<file path="config.mk">
export PLATFORM = sky130hd
export DESIGN_NAME = pixel_cmd_parser
export DESIGN_NICKNAME = d
export VERILOG_FILES = /design/src/rtl/pixel_cmd_pkg.sv /design/src/rtl/fill_scanner.sv /design/src/rtl/pixel_cmd_parser.sv
export SDC_FILE = /design/constraint.sdc
export NUM_CORES = 1
export LEC_CHECK = 0
export ABC_AREA = 1
export CORE_MARGIN = 4
export CORE_UTILIZATION = 23
export DETAILED_ROUTE_END_ITERATION = 12
export SYNTH_ARGS = -nofsm -noshare
export SYNTH_HDL_FRONTEND = slang
export SYNTH_SLANG_ARGS = --single-unit
</file>
<file path="constraint.sdc">
create_clock -name clk_in -period 2.65 [get_ports clk_in]
set_input_delay 0.3975 -clock clk_in [delete_from_list [all_inputs] [get_ports clk_in]]
set_output_delay 0.3975 -clock clk_in [all_outputs]
set_load 0.05 [all_outputs]
</file>
<file path="src/rtl/pixel_cmd_pkg.sv">
// Shared types, opcodes and argument counts for the pixel command parser.
// Optional feature macro: RECT_FILL_EN (enables the RECT opcode).
package pixel_cmd_pkg;

    localparam int unsigned BYTE_W     = 8;
    localparam int unsigned COORD_W    = 6;
    localparam int unsigned COLOR_W    = 12;
    localparam int unsigned ARG_CNT_W  = 3;
    // Largest packet (RECT) keeps 5 argument bytes; its 6th (c_lo) is used straight off the bus.
    localparam int unsigned MAX_STORED = 5;

    localparam logic [BYTE_W-1:0] OP_PIXEL = 8'h01;
    localparam logic [BYTE_W-1:0] OP_CLEAR = 8'h02;
    localparam logic [BYTE_W-1:0] OP_RECT  = 8'h03;

    localparam int unsigned PIXEL_ARGS = 4;
    localparam int unsigned CLEAR_ARGS = 2;
    localparam int unsigned RECT_ARGS  = 6;

    typedef logic [COLOR_W-1:0] color_t;
    typedef logic [COORD_W-1:0] coord_t;

    typedef enum logic [1:0] {
        IDLE = 2'd0,
        ARGS = 2'd1,
        FILL = 2'd2
    } state_t;

    // Index of the final argument byte for a given opcode.
    function automatic logic [ARG_CNT_W-1:0] last_arg_idx(input logic [BYTE_W-1:0] op);
        case (op)
            OP_PIXEL: return ARG_CNT_W'(PIXEL_ARGS - 1);
            OP_CLEAR: return ARG_CNT_W'(CLEAR_ARGS - 1);
            default:  return ARG_CNT_W'(RECT_ARGS - 1);
        endcase
    endfunction

endpackage

</file>
<file path="src/rtl/fill_scanner.sv">
// Row-major rectangle scanner: emits one coordinate per WRITE_GAP+1 cycles.
// The start cycle itself emits (x0,y0) so the first write lands one cycle later.
module fill_scanner
    import pixel_cmd_pkg::*;
#(
    parameter int unsigned WRITE_GAP = 0
) (
    input  logic   clk,
    input  logic   rst_n,
    input  logic   start,
    input  logic   abort,
    input  logic   advance,
    input  coord_t x0,
    input  coord_t y0,
    input  coord_t x1,
    input  coord_t y1,
    output logic   emit_c,
    output coord_t cur_x_c,
    output coord_t cur_y_c,
    output logic   last_c
);

    localparam int unsigned GAP_W = (WRITE_GAP > 0) ? $clog2(WRITE_GAP + 1) : 1;
    localparam logic [GAP_W-1:0] GAP_LOAD = GAP_W'(WRITE_GAP);

    logic             active_q;
    coord_t           cx_q, cy_q;
    coord_t           row_x0_q, end_x_q, end_y_q;
    logic [GAP_W-1:0] gap_q;

    coord_t end_x_c, end_y_c, row_x0_c;
    coord_t next_x_c, next_y_c;

    // Current point, bounds (bypassed from inputs on start) and next row-major point.
    always_comb begin
        cur_x_c  = start ? x0 : cx_q;
        cur_y_c  = start ? y0 : cy_q;
        end_x_c  = start ? x1 : end_x_q;
        end_y_c  = start ? y1 : end_y_q;
        row_x0_c = start ? x0 : row_x0_q;
        emit_c   = start | (active_q & advance & (gap_q == '0));
        last_c   = (cur_x_c == end_x_c) && (cur_y_c == end_y_c);
        next_x_c = cur_x_c + 6'd1;
        next_y_c = cur_y_c;
        if (cur_x_c == end_x_c) begin
            next_x_c = row_x0_c;
            next_y_c = cur_y_c + 6'd1;
        end
    end

    // Scan position, bounds and pacing counter.
    always_ff @(posedge clk or negedge rst_n) begin
        if (!rst_n) begin
            active_q <= 1'b0;
            cx_q     <= '0;
            cy_q     <= '0;
            row_x0_q <= '0;
            end_x_q  <= '0;
            end_y_q  <= '0;
            gap_q    <= '0;
        end else if (abort) begin
            active_q <= 1'b0;
            gap_q    <= '0;
        end else begin
            if (start) begin
                row_x0_q <= x0;
                end_x_q  <= x1;
                end_y_q  <= y1;
            end
            if (emit_c) begin
                active_q <= ~last_c;
                cx_q     <= next_x_c;
                cy_q     <= next_y_c;
                gap_q    <= GAP_LOAD;
            end else if (active_q && (gap_q != '0)) begin
                gap_q <= gap_q - GAP_W'(1);
            end
        end
    end

endmodule

</file>
<file path="src/rtl/pixel_cmd_parser.sv">
// Decodes SPI command bytes into a pixel-write stream for the LED matrix.
// Optional feature macro: RECT_FILL_EN (decodes opcode 0x03 as a rectangle fill).
module pixel_cmd_parser
    import pixel_cmd_pkg::*;
#(
    parameter int unsigned DIM       = 64,
    parameter int unsigned WRITE_GAP = 0
) (
    input  logic        clk_in,
    input  logic        resetn,
    input  logic        rx_valid,
    input  logic [7:0]  rx_byte,
    input  logic        pkt_abort,
    output logic        write_en,
    output logic [5:0]  write_x,
    output logic [5:0]  write_y,
    output logic [11:0] write_color,
    output logic        busy,
    output logic        err,
    output logic [7:0]  drop_cnt
);

    state_t                               state_q, state_d;
    logic [ARG_CNT_W-1:0]                 arg_cnt_q, arg_cnt_d;
    logic [MAX_STORED-1:0][COORD_W-1:0]   args_q, args_d;
    logic [BYTE_W-1:0]                    op_q, op_d;
    color_t                               fill_color_q, fill_color_d;

    logic        write_en_d;
    coord_t      write_x_d, write_y_d;
    color_t      write_color_d;
    logic        busy_d, err_d;
    logic [7:0]  drop_cnt_d;

    logic        opcode_known_c;
    logic        final_arg_c;
    logic        rect_bad_c;
    logic        start_c;
    coord_t      sx0_c, sy0_c, sx1_c, sy1_c;
    color_t      start_color_c;

    logic        scan_emit_c;
    coord_t      scan_x_c, scan_y_c;
    logic        scan_last_c;

    // Upper argument bits only matter for some opcodes/builds.
    logic        unused_args_c;
    assign unused_args_c = ^args_q;

    // Opcode recognition for the byte arriving in IDLE.
    always_comb begin
`ifdef RECT_FILL_EN
        opcode_known_c = (rx_byte == OP_PIXEL) || (rx_byte == OP_CLEAR) || (rx_byte == OP_RECT);
`else
        opcode_known_c = (rx_byte == OP_PIXEL) || (rx_byte == OP_CLEAR);
`endif
    end

    // Final-argument detection and fill launch parameters.
    always_comb begin
        final_arg_c   = (state_q == ARGS) && rx_valid && !pkt_abort &&
                        (arg_cnt_q == last_arg_idx(op_q));
        rect_bad_c    = 1'b0;
        start_c       = 1'b0;
        sx0_c         = '0;
        sy0_c         = '0;
        sx1_c         = coord_t'(DIM - 1);
        sy1_c         = coord_t'(DIM - 1);
        start_color_c = {args_q[0][3:0], rx_byte};
        if (final_arg_c && (op_q == OP_CLEAR)) begin
            start_c = 1'b1;
        end
`ifdef RECT_FILL_EN
        if (op_q == OP_RECT) begin
            sx0_c         = args_q[0];
            sy0_c         = args_q[1];
            sx1_c         = args_q[2];
            sy1_c         = args_q[3];
            start_color_c = {args_q[4][3:0], rx_byte};
            rect_bad_c    = final_arg_c && ((args_q[0] > args_q[2]) || (args_q[1] > args_q[3]));
            start_c       = final_arg_c && !rect_bad_c;
        end
`endif
    end

    fill_scanner #(
        .WRITE_GAP (WRITE_GAP)
    ) u_scanner (
        .clk     (clk_in),
        .rst_n   (resetn),
        .start   (start_c),
        .abort   (pkt_abort),
        .advance ((state_q == FILL) && !pkt_abort),
        .x0      (sx0_c),
        .y0      (sy0_c),
        .x1      (sx1_c),
        .y1      (sy1_c),
        .emit_c  (scan_emit_c),
        .cur_x_c (scan_x_c),
        .cur_y_c (scan_y_c),
        .last_c  (scan_last_c)
    );

    // Next-state and registered-output decode.
    always_comb begin
        state_d       = state_q;
        arg_cnt_d     = arg_cnt_q;
        args_d        = args_q;
        op_d          = op_q;
        fill_color_d  = fill_color_q;
        write_en_d    = 1'b0;
        write_x_d     = write_x;
        write_y_d     = write_y;
        write_color_d = write_color;
        err_d         = err;
        drop_cnt_d    = drop_cnt;

        if (pkt_abort) begin
            state_d   = IDLE;
            arg_cnt_d = '0;
        end else begin
            case (state_q)
                IDLE: begin
                    if (rx_valid) begin
                        if (opcode_known_c) begin
                            op_d      = rx_byte;
                            arg_cnt_d = '0;
                            state_d   = ARGS;
                        end else begin
                            err_d = 1'b1;
                        end
                    end
                end
                ARGS: begin
                    if (final_arg_c) begin
                        arg_cnt_d = '0;
                        state_d   = IDLE;
                        if (op_q == OP_PIXEL) begin
                            write_en_d    = 1'b1;
                            write_x_d     = args_q[0];
                            write_y_d     = args_q[1];
                            write_color_d = {args_q[2][3:0], rx_byte};
                        end
                        if (rect_bad_c) begin
                            err_d = 1'b1;
                        end
                        if (start_c) begin
                            fill_color_d = start_color_c;
                            state_d      = scan_last_c ? IDLE : FILL;
                        end
                    end else if (rx_valid) begin
                        args_d[arg_cnt_q] = rx_byte[COORD_W-1:0];
                        arg_cnt_d         = arg_cnt_q + 3'd1;
                    end
                end
                FILL: begin
                    if (rx_valid) begin
                        err_d = 1'b1;
                        if (drop_cnt != 8'hFF) begin
                            drop_cnt_d = drop_cnt + 8'd1;
                        end
                    end
                    if (scan_emit_c && scan_last_c) begin
                        state_d = IDLE;
                    end
                end
                default: state_d = IDLE;
            endcase
        end

        if (scan_emit_c) begin
            write_en_d    = 1'b1;
            write_x_d     = scan_x_c;
            write_y_d     = scan_y_c;
            write_color_d = start_c ? start_color_c : fill_color_q;
        end

        busy_d = (state_d == FILL);
    end

    // State and output registers.
    always_ff @(posedge clk_in or negedge resetn) begin
        if (!resetn) begin
            state_q      <= IDLE;
            arg_cnt_q    <= '0;
            args_q       <= '0;
            op_q         <= '0;
            fill_color_q <= '0;
            write_en     <= 1'b0;
            write_x      <= '0;
            write_y      <= '0;
            write_color  <= '0;
            busy         <= 1'b0;
            err          <= 1'b0;
            drop_cnt     <= '0;
        end else begin
            state_q      <= state_d;
            arg_cnt_q    <= arg_cnt_d;
            args_q       <= args_d;
            op_q         <= op_d;
            fill_color_q <= fill_color_d;
            write_en     <= write_en_d;
            write_x      <= write_x_d;
            write_y      <= write_y_d;
            write_color  <= write_color_d;
            busy         <= busy_d;
            err          <= err_d;
            drop_cnt     <= drop_cnt_d;
        end
    end

endmodule

</file>
Word level (Yosys, flattened, before mapping)
Index checks and enable logic that the tools add are counted.

Bits in registers: 122. Bits of input ports: 12. Output and inout port bits: 35. Logic and storage cells: 138.

Add/sub/neg operators: 5. Order comparisons: 2. Eq/ne operators: 18. Muxes and demuxes: 56. Bitwise gates (word level): 7. Reductions and logical operators: 27.

Operators by type and width (number): $mux 6 (18); $mux 12 (6); $bwmux 30 (1); $reduce_and 4->1 (5); $demux 6 s3 (1); $eq 8x1->1 const B (2); $eq 8x2->1 const B (2); $mux 3 (5); $mux 1 (14); $mux 2 (7); $add 6x1->6 const B (2); $eq 6x6->1 (2); $pmux 3 s2 (2); $reduce_bool 2->1 (5); $logic_and 1x1->1 (9); $add 8x1->8 const B (1); $ne 8x8->1 const B (1); $ne 2x2->1 const B (3); $ne 3x3->1 const B (2); $pmux 2 s3 (1); $reduce_bool 3->1 (2); $reduce_and 5->1 (1); $eq 2x2->1 const B (2); $lt 3x4->1 const B (1); other kinds (16) (20).

Longest topological paths before layout
Word-level depth: 15. Depth in mapped cells: 18. Depth with buffers taken out: 17.

Hierarchy
Synthesis repeated with hierarchy kept, for this count alone.

Cells, all modules: 819. Area total of the unflattened synthesis: 6073.3 µm².

By module, submodules not included: pixel_cmd_parser (times used 1, cells each 441, area an instance 3719.8 µm², sequential area each 1901.8 µm²); fill_scanner (times used 1, cells each 378, area an instance 2353.5 µm², sequential area each 800.8 µm²).

Least setup slack after synthesis
No wires, ideal clock.

Path type: input -> register. Start point: in pkt_abort. End point: reg u_scanner.cx_q[4]. Setup time: 0.116 ns. Arrival time: 1.868 ns. Data required time: 2.534 ns. Path slack: 0.665 ns. Cell stages on the path: 15. Path buffers: 2. Path through: buf_6 -> inv_2 -> nand2_1 -> nor2_2 -> nand4_4 -> inv_4 -> buf_6 -> nor2_1 -> ha_1 -> nand3_2 -> nor2_1 -> nand2_1 -> nand3_1 -> nand2_1 -> nand2_1.

Word-level cells in the longest chain between the ends: 8. Elaborated cells between the ends (all ways): 17. Classes of those cells: add/sub (1); eq/ne (1); mux (5); bitwise (4); reduce/logical (6).

Ends and longest elaborated chain: start: declaration (line pixel_cmd_parser.sv:13) `input logic pkt_abort,`; $logic_not 1->1 (line pixel_cmd_parser.sv:61, pixel_cmd_parser.sv:93); $logic_and 1x1->1 (2 in series) (line pixel_cmd_parser.sv:61) `final_arg_c = (state_q == ARGS) && rx_valid && !pkt_abort &&`; $logic_and 1x1->1 (line pixel_cmd_parser.sv:70) `if (final_arg_c && (op_q == OP_CLEAR)) begin`; $mux 1 (line pixel_cmd_parser.sv:70); $mux 6 (on tied branches) (line fill_scanner.sv:36, fill_scanner.sv:38); $add 6x1->6 or $eq 6x6->1 (tied branches) (line fill_scanner.sv:43, fill_scanner.sv:45); $mux 6 (line fill_scanner.sv:45) `if (cur_x_c == end_x_c) begin`; end signal: assignment (line fill_scanner.sv:72) `cx_q <= next_x_c;`; end: declaration (line fill_scanner.sv:27) `coord_t cx_q, cy_q;`.

Parallel ways exist; a longest one is shown, timed or not. A chain may end at the register's enable or synchronous reset.

Worst setup path after layout
Start point: reg op_q[2]. End point: reg u_scanner.cx_q[4].

Word-level cells in the longest chain between the ends: 9. Elaborated cells between the ends (all ways): 15. Classes of those cells: add/sub (1); eq/ne (4); mux (6); bitwise (1); reduce/logical (3).

Ends and longest elaborated chain: start: declaration (line pixel_cmd_parser.sv:26) `logic [BYTE_W-1:0] op_q, op_d;`; start signal: assignment (line pixel_cmd_parser.sv:200) `op_q <= op_d;`; $eq 8x2->1 or $eq 8x1->1 (tied branches) (line pixel_cmd_pkg.sv:31, pixel_cmd_parser.sv:70); $pmux 3 s2 (line pixel_cmd_pkg.sv:31) `case (op)`; $eq 3x3->1 (line pixel_cmd_parser.sv:62) `(arg_cnt_q == last_arg_idx(op_q));`; $logic_and 1x1->1 (line pixel_cmd_parser.sv:61); $logic_and 1x1->1 * (line pixel_cmd_parser.sv:70); $mux 1 * (line pixel_cmd_parser.sv:70); $mux 6 (on tied branches) (line fill_scanner.sv:36, fill_scanner.sv:38); $add 6x1->6 or $eq 6x6->1 (tied branches) (line fill_scanner.sv:43, fill_scanner.sv:45); $mux 6 (line fill_scanner.sv:45).

Mark *: on every way between the ends. The rest lies on a longest branch, timed or not.

==> results.toml <==
[drt]
wire_per_inst_um = 13.1
route.detailed.drc = 0
final_antenna_net_count = 0
vias_per_cell = 4.26
drt-initial-drc-count = 219
via_count = 3794
firstDrtPassIters = 4
totalWireLength_mm = 11.7

[die]
die_h_um = 156
rows = 53
dieArea_sq_mm = 0.0243
design.core.area_sq_mm = 0.0212
die_w_um = 156
ios = 47
initial_core_util_pct = 23.7

[logic_synthesis]
netlist_area_sq_mm = 0.00502
synth-seq-cells = 108
synth_area_leaders = "dfrtp_1 54%, nand2_1 10%, inv_1 4.9%"
netlist_top_cells_count = "138 x nand2_1, 108 x dfrtp_1, 66 x inv_1"
ys_types = 44
mappedNetlistNets = 578
syn_inst = 562
ys_async_sr_fraction_pct = 100
ys.flop_type = "dfrtp_1"
synth_edf_count = 0
ys_seq_area_share_pct = 53.8
synth_top_area_share_pct = 53.8
ys_warn_count = 0
synth_most_common_cell = "nand2_1"
avgSynthCellArea_sq_um = 8.94
synth_largest_area_cell = "dfrtp_1"

[timing]
relSlewSlack_pct = 55.8
fin_crit_ns = 2.10
tns_ns = 0
setup_viol = 0
finalMaxSlewViolations = 0
fin_crit_sh_pct = 79.3
final.setup_skew_ns = 0.00778
holdWs_ns = 0.0499
hold_viol_final = 0
rsz0062_at_grt = "no"
max_freq_mhz = 476
max_slew.worst_pin.slew_ns = 0.663

[grt]
gr-total-overflow = 0
grt_pass1_vias = 3772
grt_max_degree = 109
grt_pass1_wl_mm = 19.9
antenna_found_initial = 0
grt_usage_pct = 10.2

[clock_network]
cts_setup_buffers = 0
clk_latency_ns = 0.36
clock_path_buffers = 2
htreeDepth = 3
cts_tree = "yes"
cts.sinks = 108
ctsHoldBuffers = 0
numCtsBuffers = 9
clockRootBuffer = "clkbuf_16"
cts_resized = 0
cts.clk_slew.worst_paths_ns = 0.07

[power_and_ir_drop]
p_leak_uw = 0.00286
ir_drop_mv = 0.293
p_per_area_mw_per_mm2 = 507

[cells_and_area]
fillers = 2267
syn2layout_area_growth_pct = 19.8
multi_input_area_sq_mm = 0.00185
layout-drive-gt1-share_pct = 11.4
design_area_sq_mm = 0.00602
seq_area_sq_mm = 0.00270
antenna_cells = 0
nNetsFinal = 626

[worst_setup_path]
arrival_ns = 2.35
cp_max_fo = 14
worstSetupPathType = "reg -> reg"
critPathRequiredTime_ns = 2.90
start_kind = "flop"
critical_path.endpoint_type = "flop"

[place]
place.gp.congestion = 0.823
postPlaceCellArea_sq_mm = 0.00574
io_buffers = 46
hpwlAfterDp_mm = 8.27

[run]
max-cap-violations = 0

[worst_hold_path]
hp-class = "in -> async"

[outcome]
status = "completed"
power breakdown:
group | total [uW] | switching (uW) | internal [uW] | leakage [uW]
registers | 1660 | 3.90 | 1650 | 0.00139
logic | 93.5 | 63.7 | 29.8 | 0.00133
clock network | 1300 | 653 | 651 | 0.000134
worst paths after layout:
check | start | to | slack [ns] | cells after the start
worst max register to register | op_q[2]$_DFFE_PN0P_ | u_scanner.cx_q[4]$_DFFE_PN0P_ | 0.55 | 15
worst min register to register | u_scanner.active_q$_DFFE_PN0P_ | u_scanner.gap_q$_DFFE_PN0P_ | 0.47 | 1
max in group asynchronous | resetn | fill_color_q[2]$_DFFE_PN0P_ | 2.05 | 2
worst min-delay path | resetn | u_scanner.end_y_q[5]$_DFFE_PN0N_ | 0.05 | 2
worst max-delay path | op_q[2]$_DFFE_PN0P_ | u_scanner.cx_q[4]$_DFFE_PN0P_ | 0.55 | 15
min in group clk_in | u_scanner.active_q$_DFFE_PN0P_ | u_scanner.gap_q$_DFFE_PN0P_ | 0.47 | 1
stage by stage:
| stage | setup slack (ns) | util, % | total power [uW] | instances |
|---|---|---|---|---|
| 6_report | 0.549 | 28.4 | 3050 | 890 |
| 5_1_grt | 0.304 | 28.4 | 3170 | 890 |
| 4_1_cts | 0.516 | 28.4 | 3100 | 890 |
| 3_5_place_dp | 0.137 | 27.0 | 1790 | 874 |
| 3_3_place_gp | 0.133 | 27.0 | 1790 | 874 |
| 2_1_floorplan | 0.665 | - | 1720 | 562 |
sequential cells by signal, summed over array words and instances, names as in the netlist:
| name | flops |
|---|---|
| args_q | 16 |
| fill_color_q | 12 |
| write_color | 12 |
| drop_cnt | 8 |
| op_q | 8 |
| u_scanner.cx_q | 6 |
| u_scanner.cy_q | 6 |
| u_scanner.end_x_q | 6 |
| u_scanner.end_y_q | 6 |
| u_scanner.row_x0_q | 6 |
| write_x | 6 |
| write_y | 6 |
| arg_cnt_q | 3 |
| state_q | 2 |
| busy | 1 |
| err | 1 |
| u_scanner.active_q | 1 |
| u_scanner.gap_q | 1 |
| write_en | 1 |
cell usage in the layout, fill, tap and decap left out, drive strengths merged, types with 9 or more instances in the layout:
| master | instances |
|---|---|
| a21oi | 19 |
| buf | 11 |
| clkbuf | 9 |
| clkdlybuf4s50 | 45 |
| dfrtp | 108 |
| inv | 77 |
| nand2 | 146 |
| nand3 | 22 |
| nor2 | 59 |
| nor3 | 9 |
| o211ai | 10 |
| o21ai | 51 |
| o22ai | 9 |
worst max-delay path, stage by stage (launching register included):
cell	delay (ns)
dfrtp_1	0.38
inv_1	0.05
nand2_1	0.10
nor2_4	0.12
a21oi_1	0.09
nor2_2	0.20
nand4_4	0.18
inv_4	0.19
nor2_1	0.08
ha_1	0.23
nand3_2	0.10
nor2_1	0.04
nand2_1	0.06
nand3_1	0.07
nand2_1	0.06
nand2_1	0.05
logic make-up (layout without fill, tap and decap cells):
logic type	Yosys count	after routing	synth area share, %
buffers and inverters	93	146	9.46
DFF	108	108	53.8
and+or+nand+nor	246	246	21.8
xor gates and xnor gates	10	10	1.74
AOI/OAI and AO/OA	101	101	12.2
adders and majority gates	4	4	0.996
layer usage:
| metal | track usage, % | up-vias | routed length, um |
|---|---|---|---|
| met3 | 3.61 | 9 | 585 |
| met1 | 14.7 | 1822 | 5850 |
| li1 | - | 1902 | - |
| met2 | 14.8 | 61 | 5150 |
| met4 | 2.04 | 0 | 104 |
| met5 | 0 | - | 0 |
area by class of cell:
class	count	area share, %
Clock buffer	9	3.74
Timing Repair Buffer	56	9.27
Sequential cell	108	44.9
Clock inverter	7	0.956
Multi-Input combinational cell	361	30.7
Tap cell	275	5.72
Inverter	74	4.74
(Power assumes the default switching activity.)
